$ cat config.mk
export PLATFORM = sky130hd
export DESIGN_NAME = seq_alu
export DESIGN_NICKNAME = d
export VERILOG_FILES = /design/src/rtl/seq_alu.sv
export SDC_FILE = /design/constraint.sdc
export NUM_CORES = 1
export LEC_CHECK = 0
export BUFFER_PORTS_ARGS = -buffer_cell sky130_fd_sc_hd__buf_2
export CAP_MARGIN = 20
export CORE_ASPECT_RATIO = 1.75
export CORE_MARGIN = 2
export CORE_UTILIZATION = 40
export CTS_CLUSTER_SIZE = 25
export DETAILED_ROUTE_END_ITERATION = 10
export PLACE_DENSITY = 0.57
export SYNTH_ARGS = -nofsm -noshare
export SYNTH_HDL_FRONTEND = slang
export SYNTH_SLANG_ARGS = --single-unit
$ cat constraint.sdc
create_clock -name clk -period 5.2 [get_ports clk]
set_clock_uncertainty 0.05 [all_clocks]
set_input_delay 0.78 -clock clk [delete_from_list [all_inputs] [get_ports clk]]
set_output_delay 0.78 -clock clk [all_outputs]
set_load 0.1 [all_outputs]
$ cat src/rtl/seq_alu.sv
// rtl/seq_alu.sv - single-issue ALU with registered result and optional iterative multiplier.
// Define SEQ_ALU_MUL_EN to build the signed shift-add multiplier (opcode 13); otherwise opcode 13 is illegal.
module seq_alu #(
  parameter int WIDTH = 16,
  parameter int SHW   = $clog2(WIDTH)
) (
  input  logic             clk,
  input  logic             reset_n,
  input  logic             in_valid,
  output logic             in_ready,
  input  logic [3:0]       in_op,
  input  logic [WIDTH-1:0] in_a,
  input  logic [WIDTH-1:0] in_b,
  output logic             out_valid,
  input  logic             out_ready,
  output logic [WIDTH-1:0] out_result,
  output logic             out_overflow,
  output logic             out_bcond,
  output logic             out_illegal,
  output logic             busy
);

  localparam logic [3:0] OP_ADD   = 4'd0;
  localparam logic [3:0] OP_SUB   = 4'd1;
  localparam logic [3:0] OP_AND   = 4'd2;
  localparam logic [3:0] OP_ORR   = 4'd3;
  localparam logic [3:0] OP_NOT   = 4'd4;
  localparam logic [3:0] OP_TCP   = 4'd5;
  localparam logic [3:0] OP_SHL   = 4'd6;
  localparam logic [3:0] OP_SHR   = 4'd7;
  localparam logic [3:0] OP_CEQ   = 4'd8;
  localparam logic [3:0] OP_CNE   = 4'd9;
  localparam logic [3:0] OP_CGZ   = 4'd10;
  localparam logic [3:0] OP_CLZ   = 4'd11;
  localparam logic [3:0] OP_PASSB = 4'd12;

  logic [WIDTH-1:0] res_q, res_d;
  logic             ovf_q, ovf_d;
  logic             bcond_q, bcond_d;
  logic             ill_q, ill_d;
  logic             valid_q, valid_d;

  logic [WIDTH-1:0] alu_res;
  logic             alu_ovf, alu_bcond, alu_ill;
  logic [WIDTH-1:0] sum, diff;
  logic [SHW-1:0]   shamt;
  logic             accept, alu_load;

  // Single-cycle ops, evaluated straight from the request operands.
  always_comb begin
    alu_res   = '0;
    alu_ovf   = 1'b0;
    alu_bcond = 1'b0;
    alu_ill   = 1'b0;
    sum       = in_a + in_b;
    diff      = in_a - in_b;
    shamt     = in_b[SHW-1:0];
    case (in_op)
      OP_ADD: begin
        alu_res = sum;
        alu_ovf = (in_a[WIDTH-1] == in_b[WIDTH-1]) && (sum[WIDTH-1] != in_a[WIDTH-1]);
      end
      OP_SUB: begin
        alu_res = diff;
        alu_ovf = (in_a[WIDTH-1] != in_b[WIDTH-1]) && (diff[WIDTH-1] != in_a[WIDTH-1]);
      end
      OP_AND:   alu_res = in_a & in_b;
      OP_ORR:   alu_res = in_a | in_b;
      OP_NOT:   alu_res = ~in_a;
      OP_TCP:   alu_res = -in_a;
      OP_SHL:   alu_res = in_a << shamt;
      OP_SHR:   alu_res = WIDTH'($signed(in_a) >>> shamt);
      OP_CEQ:   alu_bcond = (in_a == in_b);
      OP_CNE:   alu_bcond = (in_a != in_b);
      OP_CGZ:   alu_bcond = !in_a[WIDTH-1] && (|in_a);
      OP_CLZ:   alu_bcond = in_a[WIDTH-1];
      OP_PASSB: alu_res = in_b;
      default:  alu_ill = 1'b1;
    endcase
  end

`ifdef SEQ_ALU_MUL_EN
  localparam logic [3:0] OP_MUL = 4'd13;

  typedef enum logic {S_IDLE, S_MUL} state_t;

  state_t             state_q, state_d;
  logic [SHW-1:0]     cnt_q, cnt_d;
  logic [2*WIDTH-1:0] mcand_q, mcand_d;
  logic [2*WIDTH-1:0] acc_q, acc_d;
  logic [WIDTH-1:0]   mplier_q, mplier_d;
  logic [2*WIDTH-1:0] term, acc_next;
  logic [WIDTH:0]     prod_hi;
  logic               last_iter;

  assign in_ready = (state_q == S_IDLE) && (!valid_q || out_ready);
  assign busy     = (state_q == S_MUL);
  assign accept   = in_valid && in_ready;
  assign alu_load = accept && (in_op != OP_MUL);
`else
  assign in_ready = !valid_q || out_ready;
  assign busy     = 1'b0;
  assign accept   = in_valid && in_ready;
  assign alu_load = accept;
`endif

  always_comb begin
    res_d   = res_q;
    ovf_d   = ovf_q;
    bcond_d = bcond_q;
    ill_d   = ill_q;
    valid_d = valid_q;
    if (valid_q && out_ready) valid_d = 1'b0;
`ifdef SEQ_ALU_MUL_EN
    state_d   = state_q;
    cnt_d     = cnt_q;
    mcand_d   = mcand_q;
    acc_d     = acc_q;
    mplier_d  = mplier_q;
    last_iter = (cnt_q == SHW'(WIDTH - 1));
    term      = mplier_q[0] ? mcand_q : '0;
    // The multiplier's sign bit carries weight -2^(WIDTH-1), so its partial product is subtracted.
    acc_next  = last_iter ? (acc_q - term) : (acc_q + term);
    prod_hi   = acc_next[2*WIDTH-1:WIDTH-1];
    case (state_q)
      S_IDLE: begin
        if (accept && (in_op == OP_MUL)) begin
          state_d  = S_MUL;
          cnt_d    = '0;
          acc_d    = '0;
          mcand_d  = {{WIDTH{in_a[WIDTH-1]}}, in_a};
          mplier_d = in_b;
        end
      end
      S_MUL: begin
        acc_d    = acc_next;
        mcand_d  = mcand_q << 1;
        mplier_d = mplier_q >> 1;
        cnt_d    = cnt_q + SHW'(1);
        if (last_iter) begin
          state_d = S_IDLE;
          cnt_d   = '0;
          valid_d = 1'b1;
          res_d   = acc_next[WIDTH-1:0];
          ovf_d   = !((&prod_hi) || !(|prod_hi));
          bcond_d = 1'b0;
          ill_d   = 1'b0;
        end
      end
      default: state_d = S_IDLE;
    endcase
`endif
    if (alu_load) begin
      valid_d = 1'b1;
      res_d   = alu_res;
      ovf_d   = alu_ovf;
      bcond_d = alu_bcond;
      ill_d   = alu_ill;
    end
  end

  always_ff @(posedge clk or negedge reset_n) begin
    if (!reset_n) begin
      res_q   <= '0;
      ovf_q   <= 1'b0;
      bcond_q <= 1'b0;
      ill_q   <= 1'b0;
      valid_q <= 1'b0;
    end else begin
      res_q   <= res_d;
      ovf_q   <= ovf_d;
      bcond_q <= bcond_d;
      ill_q   <= ill_d;
      valid_q <= valid_d;
    end
  end

`ifdef SEQ_ALU_MUL_EN
  always_ff @(posedge clk or negedge reset_n) begin
    if (!reset_n) begin
      state_q  <= S_IDLE;
      cnt_q    <= '0;
      mcand_q  <= '0;
      acc_q    <= '0;
      mplier_q <= '0;
    end else begin
      state_q  <= state_d;
      cnt_q    <= cnt_d;
      mcand_q  <= mcand_d;
      acc_q    <= acc_d;
      mplier_q <= mplier_d;
    end
  end
`endif

  assign out_valid    = valid_q;
  assign out_result   = res_q;
  assign out_overflow = ovf_q;
  assign out_bcond    = bcond_q;
  assign out_illegal  = ill_q;

endmodule
Word-level counts from Yosys, hierarchy flattened
Cells that the tools add are included.

Shift operators: 2. Eq/ne operators: 18. Mux-type cells: 6. Add/subtract/negate cells: 3. Reduce and logical (&&, ||, !) cells: 12. Bitwise logic cells: 3.

Operators with widths (count): 16-bit case mux with 9 select lines (1); 4-bit equality test (second input constant) (5); 16-bit adder (1); 16-bit bitwise AND (1); 16-bit equality test (1); 4-bit by 3-bit equality test with 1-bit output (second input constant) (4); 16-bit inequality test (1); 16-bit negation (1); 16-bit NOT (1); 16-bit OR (1); 16-bit OR reduction (1); 16-bit by 4-bit left shift with 16-bit output (1); 16-bit by 4-bit >>> shifter with 16-bit output (1); 16-bit subtractor (1); 13-bit OR reduction (1); 4-bit by 2-bit equality test with 1-bit output (second input constant) (2); 1-bit logical AND (5); 4-bit by 1-bit equality test with 1-bit output (second input constant) (1); 4-bit zero test (1); 1-bit case mux with 4 select lines (1); 1-bit two-way mux (3); 1-bit inequality test (3); 1-bit zero test (2); 1-bit case mux with 2 select lines (1); other kinds (3) (3).

Logic and storage cells: 49. Bits in registers: 20. Output and inout bits: 22.

Longest topological paths before layout
Gate-level depths: netlist of the first run.

Word-level depth: 4. Mapped depth: 13. Gate-level depth less buffers: 11.

Least setup slack after synthesis of the first run
OpenSTA, ideal clock, no wires.

Kind: input to register. Start point: input port in_b[2]. End point: register ovf_q, in the netlist out_overflow. Setup time: 0.067 ns. Setup slack: 1.770 ns. Required time: 5.083 ns. Cell stages on the path: 11. Arrival: 3.314 ns. Cells stage by stage: clkbuf_1 > inv_2 > buf_1 > ha_1 > nor2_1 > a221oi_1 > o211ai_1 > a21bo_2 > a221oi_1 > and3_1 > o221a_2.

Word-level cells in the longest chain between the ends: 4. Elaborated cells between the ends (all ways): 7. Classes of those cells: add/sub: 2; eq/ne: 2; mux: 1; reduce/logical: 2.

Ends and longest elaborated chain: from (decl) (line 13) `input logic [WIDTH-1:0] in_b,`; 16-bit subtractor / 16-bit adder (equally long branches) (line 56, 55); 1-bit inequality test (on tied branches) (line 65, 61); 1-bit logical AND (on tied branches) (line 65, 61); 1-bit case mux with 2 select lines * (line 58) `case (in_op)`; to (signal assigned) (line 171) `ovf_q <= ovf_d;`; to (decl) (line 38) `logic ovf_q, ovf_d;`.

Every way passes the cells marked *; elsewhere a longest branch is shown, timed or not. A chain may end at the register's enable or synchronous reset.

Final worst setup path of the first run
Start point: input port in_b[3]. End point: register ovf_q, in the netlist out_overflow.

The elaborated chain is that of the path after synthesis.

==> results.py, run 1 <==
metrics = {
    "yosys": {
        "synth.area.top_cells": "ha_1 (12%), dfrtp_1 (9.6%), mux4_2 (7.8%), nor2_1 (5.5%), a21oi_1 (5.2%)",
        "synth_fp_nets": 797,
        "yosysTopAreaCell": "ha_1",
        "seq_area_frac_synth": 0.0959,
        "yosys_most_used_dff": "dfrtp_1",
        "synthArstFlopShare": 1.00,
        "synth_area_per_cell_um2": 7.39,
        "synth_area_um2": 5220,
        "synthCells": 706,
        "synth_warnings": 0,
        "synth_top_area_share": 0.117,
        "ys_ff_latch": 20,
        "synth_most_common_cell": "nor2_1",
        "synth_commonest_cells": "nor2_1 (77), a21oi_1 (54), nand2_1 (52), ha_1 (49), inv_1 (44)",
        "synthDistinctLibCells": 76,
        "synth_edf_count": 0,
    },
    "clocking": {
        "cts_sinks": 20,
        "cts_setup_buffers": 0,
        "numCtsBuffers": 3,
        "clock_path_buffers": 2,
        "cts_tree": "built",
        "insertion_delay_ps": 250,
        "cts_root_buf": "clkbuf_16",
        "postCtsResizedCells": 0,
        "htree_levels": 1,
        "clkSlewWorstSetupHoldPaths_ps": 50,
        "ctsHoldBuffers": 0,
    },
    "min_path": {
        "hp-class": "primary input to async pin",
    },
    "setup_path": {
        "cp.required_ps": 5290,
        "worst-path-max-fanout": 28,
        "crit_type": "primary input to register",
        "end_kind": "register",
        "start_kind": "primary input",
        "setup.worst_path.start": "in_b[3]",
        "critPathArrivalTime_ps": 4080,
        "critPathMaxStageDelay_ps": 560,
        "path_cells": "buf_2 > inv_1 > ha_1 > inv_1 > a221oi_1 > o211ai_1 > a21bo_2 > a221oi_1 > o2111ai_1 > o221a_2",
        "cp_slowest_cell": "ha_1",
        "rr_startpoint": "out_valid$_DFFE_PN0P_",
    },
    "pwr": {
        "peakVddDrop_uv": 82.9,
        "p_leak_nw": 2.41,
        "finalPower_mw": 1.01,
        "power_density_nw_per_um2": 180,
    },
    "die": {
        "die_h_um": 155,
        "ios": 62,
        "std_cell_rows": 55,
        "die-area_um2": 14000,
        "start_util": 0.406,
        "core_area_um2": 12900,
        "die_x_um": 90.3,
    },
    "run_status": {
        "outcome": "complete, no violations",
    },
    "placement": {
        "gp_congestion": 0.999,
        "numPortBuffers": 60,
        "place_hpwl_um": 17100,
    },
    "layout": {
        "n_antenna_cell": 0,
        "synthToLayoutAreaGrowth_pct": 7.62,
        "drive_gt1_frac": 0.159,
        "final.fill_count": 1363,
        "nets": 809,
    },
    "sta": {
        "maxSlewViolCount": 0,
        "fin_tns_setup_ps": 0,
        "tightest_slew_ps": 961,
        "post-route-period-util": 0.767,
        "slew_headroom": 0.353,
        "fmax_mhz": 251,
        "fin_crit_ps": 3990,
        "hold_violations": 0,
        "setup_viol": 0,
        "rsz0062_at_grt": "no",
    },
    "global_routing": {
        "grt_first_pass_wirelength_um": 32900,
        "antenna_found_initial": 0,
        "grt_pass1_vias": 5646,
        "grt_max_degree": 36,
        "grt_use_total": 0.300,
        "grt-ovfl-total": 0,
    },
    "routing": {
        "drt-wirelength-per-cell_um": 24.1,
        "route.vias.total": 5821,
        "vias_per_cell": 6.56,
        "totalWireLength_um": 21400,
        "antenna_left": 0,
        "drc_errors": 0,
        "dr.pass1.iters": 6,
        "drt-initial-drc-count": 463,
    },
    "flow_run": {
        "cap_violations": 0,
    },
}
[cell families after synthesis]
family | count (synthesis) | share of synthesized area
muxes | 44 | 0.130
other | 1 | 0.000719
buffers and inverters | 111 | 0.0873
xor gates and xnor gates | 29 | 0.0487
DFF | 20 | 0.0959
adders and majority gates | 51 | 0.125
and+or+nand+nor | 227 | 0.215
AOI/OAI and AO/OA | 223 | 0.298
[metrics by stage]
step	utilization	hold slack [ps]	std cells	cell area, um2	worst slack [ps]
floorplan	-	434	706	5220	1770
CTS	0.436	424	887	5620	1370
global route	0.436	444	887	5620	1060
detailed placement	0.431	411	884	5540	1110
finish	0.436	411	887	5620	1210
global placement	0.431	413	884	5540	1230
[sequential cells by signal (all words and copies together), names as in the netlist]
signal	count
out_illegal	1
out_bcond	1
out_overflow	1
out_result	16
out_valid	1
[path summary, 6_finish.rpt]
kind                                               to  slack [ps]  depth (start not counted)
setup / recovery             out_overflow$_DFFE_PN0P_        1210                         10
min in group clk              out_illegal$_DFFE_PN0P_         420                          2
hold reg to reg               out_illegal$_DFFE_PN0P_         420                          2
setup reg to reg           out_result[13]$_DFFE_PN0P_        2810                          9
max in group asynchronous  out_result[11]$_DFFE_PN0P_        4390                          1
hold / removal                  out_bcond$_DFFE_PN0P_         410                          1
[where the power goes]
group          switching, mW  total [mW]  internal [mW]
registers             0.0100       0.184          0.174
logic                  0.472       0.672          0.199
clock network         0.0533       0.155          0.101
[layout by cell type (no fill, tap or decap), types with 6 or more instances in the layout]
cell type	n
ha_1	49
a21oi_1	54
nand2b_1	11
nor2b_1	8
a21o_1	7
nand3_1	20
mux2_2	9
o211ai_1	10
mux4_2	18
o22ai_1	6
dfrtp_1	20
a22oi_1	15
nor3_1	20
buf_4	11
nor2_1	77
o21ai_0	30
a221oi_1	15
mux2i_1	17
xnor2_1	24
nand2_1	52
inv_1	44
buf_2	60
nor4_1	8
a211oi_1	9
a31oi_1	8
o221ai_1	6
[critical path, delay by kind of cell]
kind,cells,cell delay (ps)
compound gates,6,1920
buf+inv,3,820
fa+ha+maj,1,560
[area by class of cell]
| type | instances | area, um2 | area share |
|---|---|---|---|
| clock buffers | 3 | 75.1 | 0.0134 |
| inverters | 47 | 176 | 0.0314 |
| multi-input cells | 575 | 4270 | 0.760 |
| flip-flops and latches | 20 | 500 | 0.0891 |
| well taps | 171 | 214 | 0.0381 |
| repair buffers | 71 | 383 | 0.0682 |
[routing by layer]
layer,routed length (um),track usage,share of wire,vias to the layer above
met5,0,0,0,-
met4,1670,0.204,0.078,0
met1,7610,0.324,0.36,2761
met3,1220,0.0223,0.057,91
met2,10900,0.552,0.51,329
li1,-,-,-,2640
Note: power is estimated with default switching activity, not from simulation.
==> run 2: changes to the inputs <==
--- a/config.mk
+++ b/config.mk
@@ -5,6 +5,7 @@
 export SDC_FILE = /design/constraint.sdc
 export NUM_CORES = 1
 export LEC_CHECK = 0
+export ABC_AREA = 1
 export BUFFER_PORTS_ARGS = -buffer_cell sky130_fd_sc_hd__buf_2
 export CAP_MARGIN = 20
 export CORE_ASPECT_RATIO = 1.75
==> constraint.sdc (replaced) <==
create_clock -name clk -period 4.1 [get_ports clk]
set_clock_uncertainty 0.05 [all_clocks]
set_input_delay 0.615 -clock clk [delete_from_list [all_inputs] [get_ports clk]]
set_output_delay 0.615 -clock clk [all_outputs]
set_load 0.1 [all_outputs]
==> run 2 against run 1 <==
  * First-iteration DRC count is 3.5% higher
  * Die area is 5.0% higher
  * Critical path depth is 4 higher
  * Sequential share of layout area is 0.38 points lower
  * Combinational power is 33% higher
  * Routed wire length is 13% higher
  * Sequential power is 34% higher
  * Via count is 18% higher
  * Global-route usage is 2.8 points higher
  * Register-to-register slack worse by 1000 ps
  * Count of clock-buffer cells in the layout stayed put
  * Highest routed layer unchanged
==> results.py, run 2 <==
metrics = {
    "pwr": {
        "switching_share": 0.563,
        "power_density_nw_per_um2": 243,
        "power.switching_uw": 803,
        "power.share.clock": 0.200,
        "p_leak_nw": 3.23,
        "peakVddDrop_uv": 152,
        "p_comb_frac": 0.628,
        "p_int_uw": 624,
        "power_frac_seq": 0.172,
    },
    "die": {
        "core_area_um2": 13400,
        "die_x_um": 92.6,
        "die_h_um": 159,
        "die-area_um2": 14700,
        "ios": 62,
        "start_util": 0.410,
        "std_cell_rows": 56,
    },
    "layout": {
        "largest_reg_flops": 16,
        "synthToLayoutAreaGrowth_pct": 6.93,
        "nets": 1122,
        "final.fill_count": 1594,
        "final_area_um2": 5870,
        "final_cell_mix": "nand2_1 (338), nand3_1 (152), inv_1 (95)",
        "drive_gt1_frac": 0.117,
        "n_antenna_cell": 0,
        "final_common_cell": "nand2_1",
        "instances_no_fill": 1204,
    },
    "yosys": {
        "synth_warnings": 0,
        "synth_edf_count": 0,
        "ys_ff_latch": 20,
        "synthArstFlopShare": 1.00,
        "yosysTopAreaCell": "nand2_1",
        "synthDistinctLibCells": 45,
        "yosys_most_used_dff": "dfrtp_1",
        "synth_area_per_cell_um2": 5.47,
        "synth_area_um2": 5490,
        "synthCells": 1003,
        "synth_most_common_cell": "nand2_1",
        "synth_top_area_share": 0.231,
        "synth_commonest_cells": "nand2_1 (338), nand3_1 (152), inv_1 (95), nor2_1 (87), ha_1 (49)",
        "synth_fp_nets": 1094,
        "seq_area_frac_synth": 0.0912,
        "synth.area.top_cells": "nand2_1 (23%), nand3_1 (14%), ha_1 (11%), dfrtp_1 (9.1%), inv_1 (6.5%)",
    },
    "sta": {
        "fmax_mhz": 342,
        "hold_violations": 0,
        "whs_ps": 270,
        "fin_tns_setup_ps": 0,
        "setup_ws_ps": 1170,
        "tightest_slew_ps": 830,
        "slew_headroom": 0.445,
        "setup_viol": 0,
        "rsz0062_at_grt": "no",
        "post-route-period-util": 0.714,
        "fin_crit_ps": 2930,
        "maxSlewViolCount": 0,
    },
    "setup_path": {
        "worst-path-max-fanout": 32,
        "critPathMaxStageDelay_ps": 480,
        "crit_type": "primary input to register",
        "cp_top_family": "simple AND/OR/NAND/NOR gates",
        "path_cells": "buf_2 > inv_2 > ha_1 > nand3_1 > nand3_1 > nand2_1 > nand2_1 > a21oi_1 > o21ai_0 > nand2_1 > nor2_1 > nand2_1 > nand2_1 > nand2_1",
        "worst-path-buf-inv": 2,
        "crit_top_cell": "nand2_1",
        "end_kind": "register",
        "start_kind": "primary input",
        "cp.required_ps": 4200,
        "cp_slowest_cell": "buf_2",
        "critPathArrivalTime_ps": 3030,
    },
    "placement": {
        "place_hpwl_um": 19600,
        "pre_cts_ws_ps": 933,
        "dp_cells": 1200,
        "placed_area_um2": 5760,
        "gp_congestion": 1.05,
        "numPortBuffers": 60,
    },
    "run_status": {
        "outcome": "complete, no violations",
    },
    "global_routing": {
        "grt_max_degree": 41,
        "grt-ovfl-total": 0,
        "grt_first_pass_wirelength_um": 37000,
        "antenna_found_initial": 0,
        "grt_use_total": 0.328,
        "grt_pass1_vias": 6709,
    },
    "clocking": {
        "insertion_delay_ps": 260,
        "clkSlewWorstSetupHoldPaths_ps": 60,
        "cts_setup_buffers": 0,
        "cts_root_buf": "clkbuf_16",
        "htree_levels": 1,
        "numCtsBuffers": 3,
        "cts_tree": "built",
        "cts_sinks": 20,
        "clock_path_buffers": 2,
        "ctsHoldBuffers": 0,
        "postCtsResizedCells": 0,
    },
    "routing": {
        "antenna_left": 0,
        "drt-initial-drc-count": 479,
        "drt-wirelength-per-cell_um": 20.1,
        "totalWireLength_um": 24200,
        "route.vias.total": 6894,
        "vias_per_cell": 5.73,
        "dr.pass1.iters": 6,
        "drc_errors": 0,
    },
    "min_path": {
        "hp-class": "primary input to async pin",
    },
    "flow_run": {
        "cap_violations": 0,
    },
}
-- run 2: cell types whose count changed after synthesis, sizes merged, moves of 23 or more --
cell,before,now
nor2,77,101
xnor2,24,1
nand3,20,158
inv,45,110
clkbuf,38,5
nand2,52,350
-- run 2: final timing paths --
| path | start | endpoint | slack (ps) | cells after the start |
|---|---|---|---|---|
| max | in_b[1] | out_result[7]$_DFFE_PN0P_ | 1170 | 14 |
| min reg2reg | out_result[2]$_DFFE_PN0P_ | out_result[2]$_DFFE_PN0P_ | 420 | 2 |
| max reg2reg | out_valid$_DFFE_PN0P_ | out_result[12]$_DFFE_PN0P_ | 1770 | 5 |
| min in group clk | out_result[2]$_DFFE_PN0P_ | out_result[2]$_DFFE_PN0P_ | 420 | 2 |
| min | reset_n | out_result[4]$_DFFE_PN0P_ | 270 | 1 |
| max in group asynchronous | reset_n | out_result[6]$_DFFE_PN0P_ | 3380 | 1 |
-- run 2: power groups by stage --
stage	clock, mW	combinational [mW]	sequential (mW)
3_3_place_gp	0	0.880	0.248
5_1_grt	0.292	0.965	0.249
4_1_cts	0.288	0.882	0.246
6_report	0.286	0.895	0.246
2_1_floorplan	0	0.440	0.461
3_5_place_dp	0	0.879	0.249
-- run 2: stage by stage --
step	total power [mW]	util
after global routing	1.51	0.439
after detailed placement	1.13	0.431
after floorplan	0.901	-
after CTS	1.42	0.439
final	1.43	0.439
after global placement	1.13	0.431
-- run 2: per-layer routing --
layer  part of all wire  vias to the layer above  global-route usage
met3              0.060                      135              0.0341
met1               0.35                     3121               0.344
met4               0.10                        0               0.283
li1                   -                     3325                   -
met5                  0                        -                   0
met2               0.49                      313               0.568
-- run 2: layout make-up --
class	instances	area (um2)	share of cell area
clock inverters	1	30.0	0.00512
repair buffers	65	338	0.0576
flip-flops and latches	20	500	0.0853
clock buffers	3	75.1	0.0128
multi-input cells	830	4290	0.730
well taps	174	218	0.0371
inverters	111	422	0.0718
-- run 2: cell families (layout without fill, tap and decap cells) --
kind of cell	count (synthesis)	in the layout	synth area share
flip-flops	20	20	0.0912
XOR/XNOR	4	4	0.00638
buffers and inverters	153	180	0.128
AND/OR/NAND/NOR	645	645	0.521
adder cells (fa/ha/maj)	51	51	0.119
other	1	1	0.000683
AO/OA/AOI/OAI	129	129	0.134
==> run 3: changes to the inputs <==
--- a/config.mk
+++ b/config.mk
@@ -13,7 +13,7 @@
 export CORE_UTILIZATION = 40
 export CTS_CLUSTER_SIZE = 25
 export DETAILED_ROUTE_END_ITERATION = 10
-export PLACE_DENSITY = 0.57
+export PLACE_DENSITY = 0.59
 export SYNTH_ARGS = -nofsm -noshare
 export SYNTH_HDL_FRONTEND = slang
 export SYNTH_SLANG_ARGS = --single-unit
==> constraint.sdc (replaced) <==
create_clock -name clk -period 2.5 [get_ports clk]
set_clock_uncertainty 0.05 [all_clocks]
set_input_delay 0.375 -clock clk [delete_from_list [all_inputs] [get_ports clk]]
set_output_delay 0.375 -clock clk [all_outputs]
set_load 0.1 [all_outputs]
==> run 3 against run 2 <==
  * Final area increased by 6.6%
  * First-iteration DRC count up 38%
  * Register-to-register slack got worse by 740 ps
  * Die area is the same
  * Total power grew 63%
==> results.py, run 3 (synthesis results as in run 2) <==
metrics = {
    "run_status": {
        "outcome": "complete, no violations",
    },
    "min_path": {
        "hp-class": "primary input to async pin",
    },
    "layout": {
        "final_common_cell": "nand2_1",
        "largest_reg_flops": 16,
        "fin_util": 0.468,
        "nets": 1174,
        "synthToLayoutAreaGrowth_pct": 14.0,
        "final_area_um2": 6260,
        "drive_gt1_frac": 0.161,
        "n_antenna_cell": 0,
        "final_cell_mix": "nand2_1 (337), nand3_1 (152), inv_1 (95)",
    },
    "sta": {
        "setup_ws_ps": 245,
        "fin_crit_ps": 2260,
        "maxSlewViolCount": 0,
        "tightest_slew_ps": 592,
        "setup_viol": 0,
        "post-route-period-util": 0.902,
        "fin_tns_setup_ps": 0,
        "fmax_mhz": 443,
        "hold_violations": 0,
        "rsz0062_at_grt": "no",
        "slew_headroom": 0.603,
    },
    "clocking": {
        "clkSlewWorstSetupHoldPaths_ps": 60,
        "htree_levels": 1,
        "cts_root_buf": "clkbuf_16",
        "cts_setup_buffers": 0,
        "postCtsResizedCells": 0,
        "ctsHoldBuffers": 0,
        "numCtsBuffers": 3,
        "cts_tree": "built",
        "clock_path_buffers": 2,
        "cts_sinks": 20,
        "insertion_delay_ps": 250,
    },
    "setup_path": {
        "start_kind": "primary input",
        "end_kind": "register",
        "cp.required_ps": 2590,
        "worst-path-max-fanout": 8,
        "crit_type": "primary input to register",
        "reg2regPathDepth": 5,
        "rr_startpoint": "out_valid$_DFFE_PN0P_",
        "rr_endpoint": "out_result[15]$_DFFE_PN0P_",
        "critPathArrivalTime_ps": 2340,
        "r2r_setup_slack_ps": 1030,
    },
    "pwr": {
        "p_comb_frac": 0.664,
        "p_leak_nw": 3.48,
        "switching_share": 0.563,
        "p_int_mw": 1.01,
        "power_density_nw_per_um2": 371,
        "peakVddDrop_uv": 219,
        "power.switching_mw": 1.31,
        "power_frac_seq": 0.176,
        "power.share.clock": 0.161,
    },
    "die": {
        "start_util": 0.410,
        "die_x_um": 92.6,
        "die_h_um": 159,
        "ios": 62,
        "std_cell_rows": 56,
        "core_area_um2": 13400,
        "die-area_um2": 14700,
    },
    "placement": {
        "place_hpwl_um": 20500,
        "numPortBuffers": 60,
        "placed_area_um2": 6170,
        "pre_cts_ws_ps": 29.8,
        "gp_congestion": 1.06,
    },
    "routing": {
        "route.vias.total": 7084,
        "drc_errors": 0,
        "drt-wirelength-per-cell_um": 19.5,
        "drt-initial-drc-count": 660,
        "totalWireLength_um": 24500,
        "antenna_left": 0,
        "vias_per_cell": 5.64,
        "dr.pass1.iters": 6,
    },
    "global_routing": {
        "grt_max_degree": 39,
        "grt_pass1_vias": 6988,
        "grt_first_pass_wirelength_um": 37600,
        "antenna_found_initial": 0,
        "grt_use_total": 0.330,
        "grt-ovfl-total": 0,
    },
    "flow_run": {
        "cap_violations": 0,
    },
}
-- run 3: power by group through the flow --
| stage | Combinational [mW] | Sequential [mW] | Clock, mW |
|---|---|---|---|
| 2_1_floorplan | 0.722 | 0.757 | 0 |
| 3_3_place_gp | 1.52 | 0.412 | 0 |
| 3_5_place_dp | 1.52 | 0.412 | 0 |
| 4_1_cts | 1.52 | 0.407 | 0.369 |
| 5_1_grt | 1.66 | 0.411 | 0.382 |
| 6_report | 1.54 | 0.408 | 0.373 |
-- run 3: worst max path at each step --
| stage | start | endpoint | slack (ps) | cells after the start |
|---|---|---|---|---|
| 5_1_grt | in_a[2] | out_result[5]$_DFFE_PN0P_ | 90 | 14 |
| 6_report | in_a[4] | out_result[12]$_DFFE_PN0P_ | 240 | 13 |
| 3_5_place_dp | in_a[4] | out_result[12]$_DFFE_PN0P_ | 30 | 13 |
| 2_1_floorplan | out_valid$_DFFE_PN0P_ | out_result[0]$_DFFE_PN0P_ | 70 | 6 |
| 4_1_cts | in_a[4] | out_result[12]$_DFFE_PN0P_ | 290 | 13 |
| 3_3_place_gp | in_a[5] | out_result[12]$_DFFE_PN0P_ | 20 | 13 |
-- run 3: critical path, cell delays in order --
cell     delay (ps)
buf_2            90
inv_1            60
ha_1            400
nor2_1          320
nand2_1         120
nor2_1          260
nand2_1         170
nand3_1         110
nand2_1          60
nand3_1         100
nand4_1         130
nand2_1          90
nand2_1          60
-- run 3: layer usage --
metal / wire, um / up-vias / track usage / part of all wire
li1: - / 3430 / - / -
met1: 8830 / 3173 / 0.355 / 0.36
met2: 12200 / 353 / 0.591 / 0.50
met3: 1330 / 128 / 0.0246 / 0.054
met4: 2160 / 0 / 0.239 / 0.088
met5: 0 / - / 0 / 0
-- run 3: final cells by class --
cell class | instances | area, um2
well taps | 174 | 218
fillers | 1530 | 7120
inverters | 111 | 422
repair buffers | 117 | 741
clock buffers | 4 | 88.8
flip-flops and latches | 20 | 500
multi-input cells | 830 | 4290
-- run 3: metrics by stage --
stage               total power, mW  cells  hold slack [ps]
finish                         2.32   1256             29.6
global route                   2.45   1256             69.0
CTS                            2.30   1256             46.6
detailed placement             1.93   1252              316
global placement               1.93   1252              308
floorplan                      1.48   1003             29.4
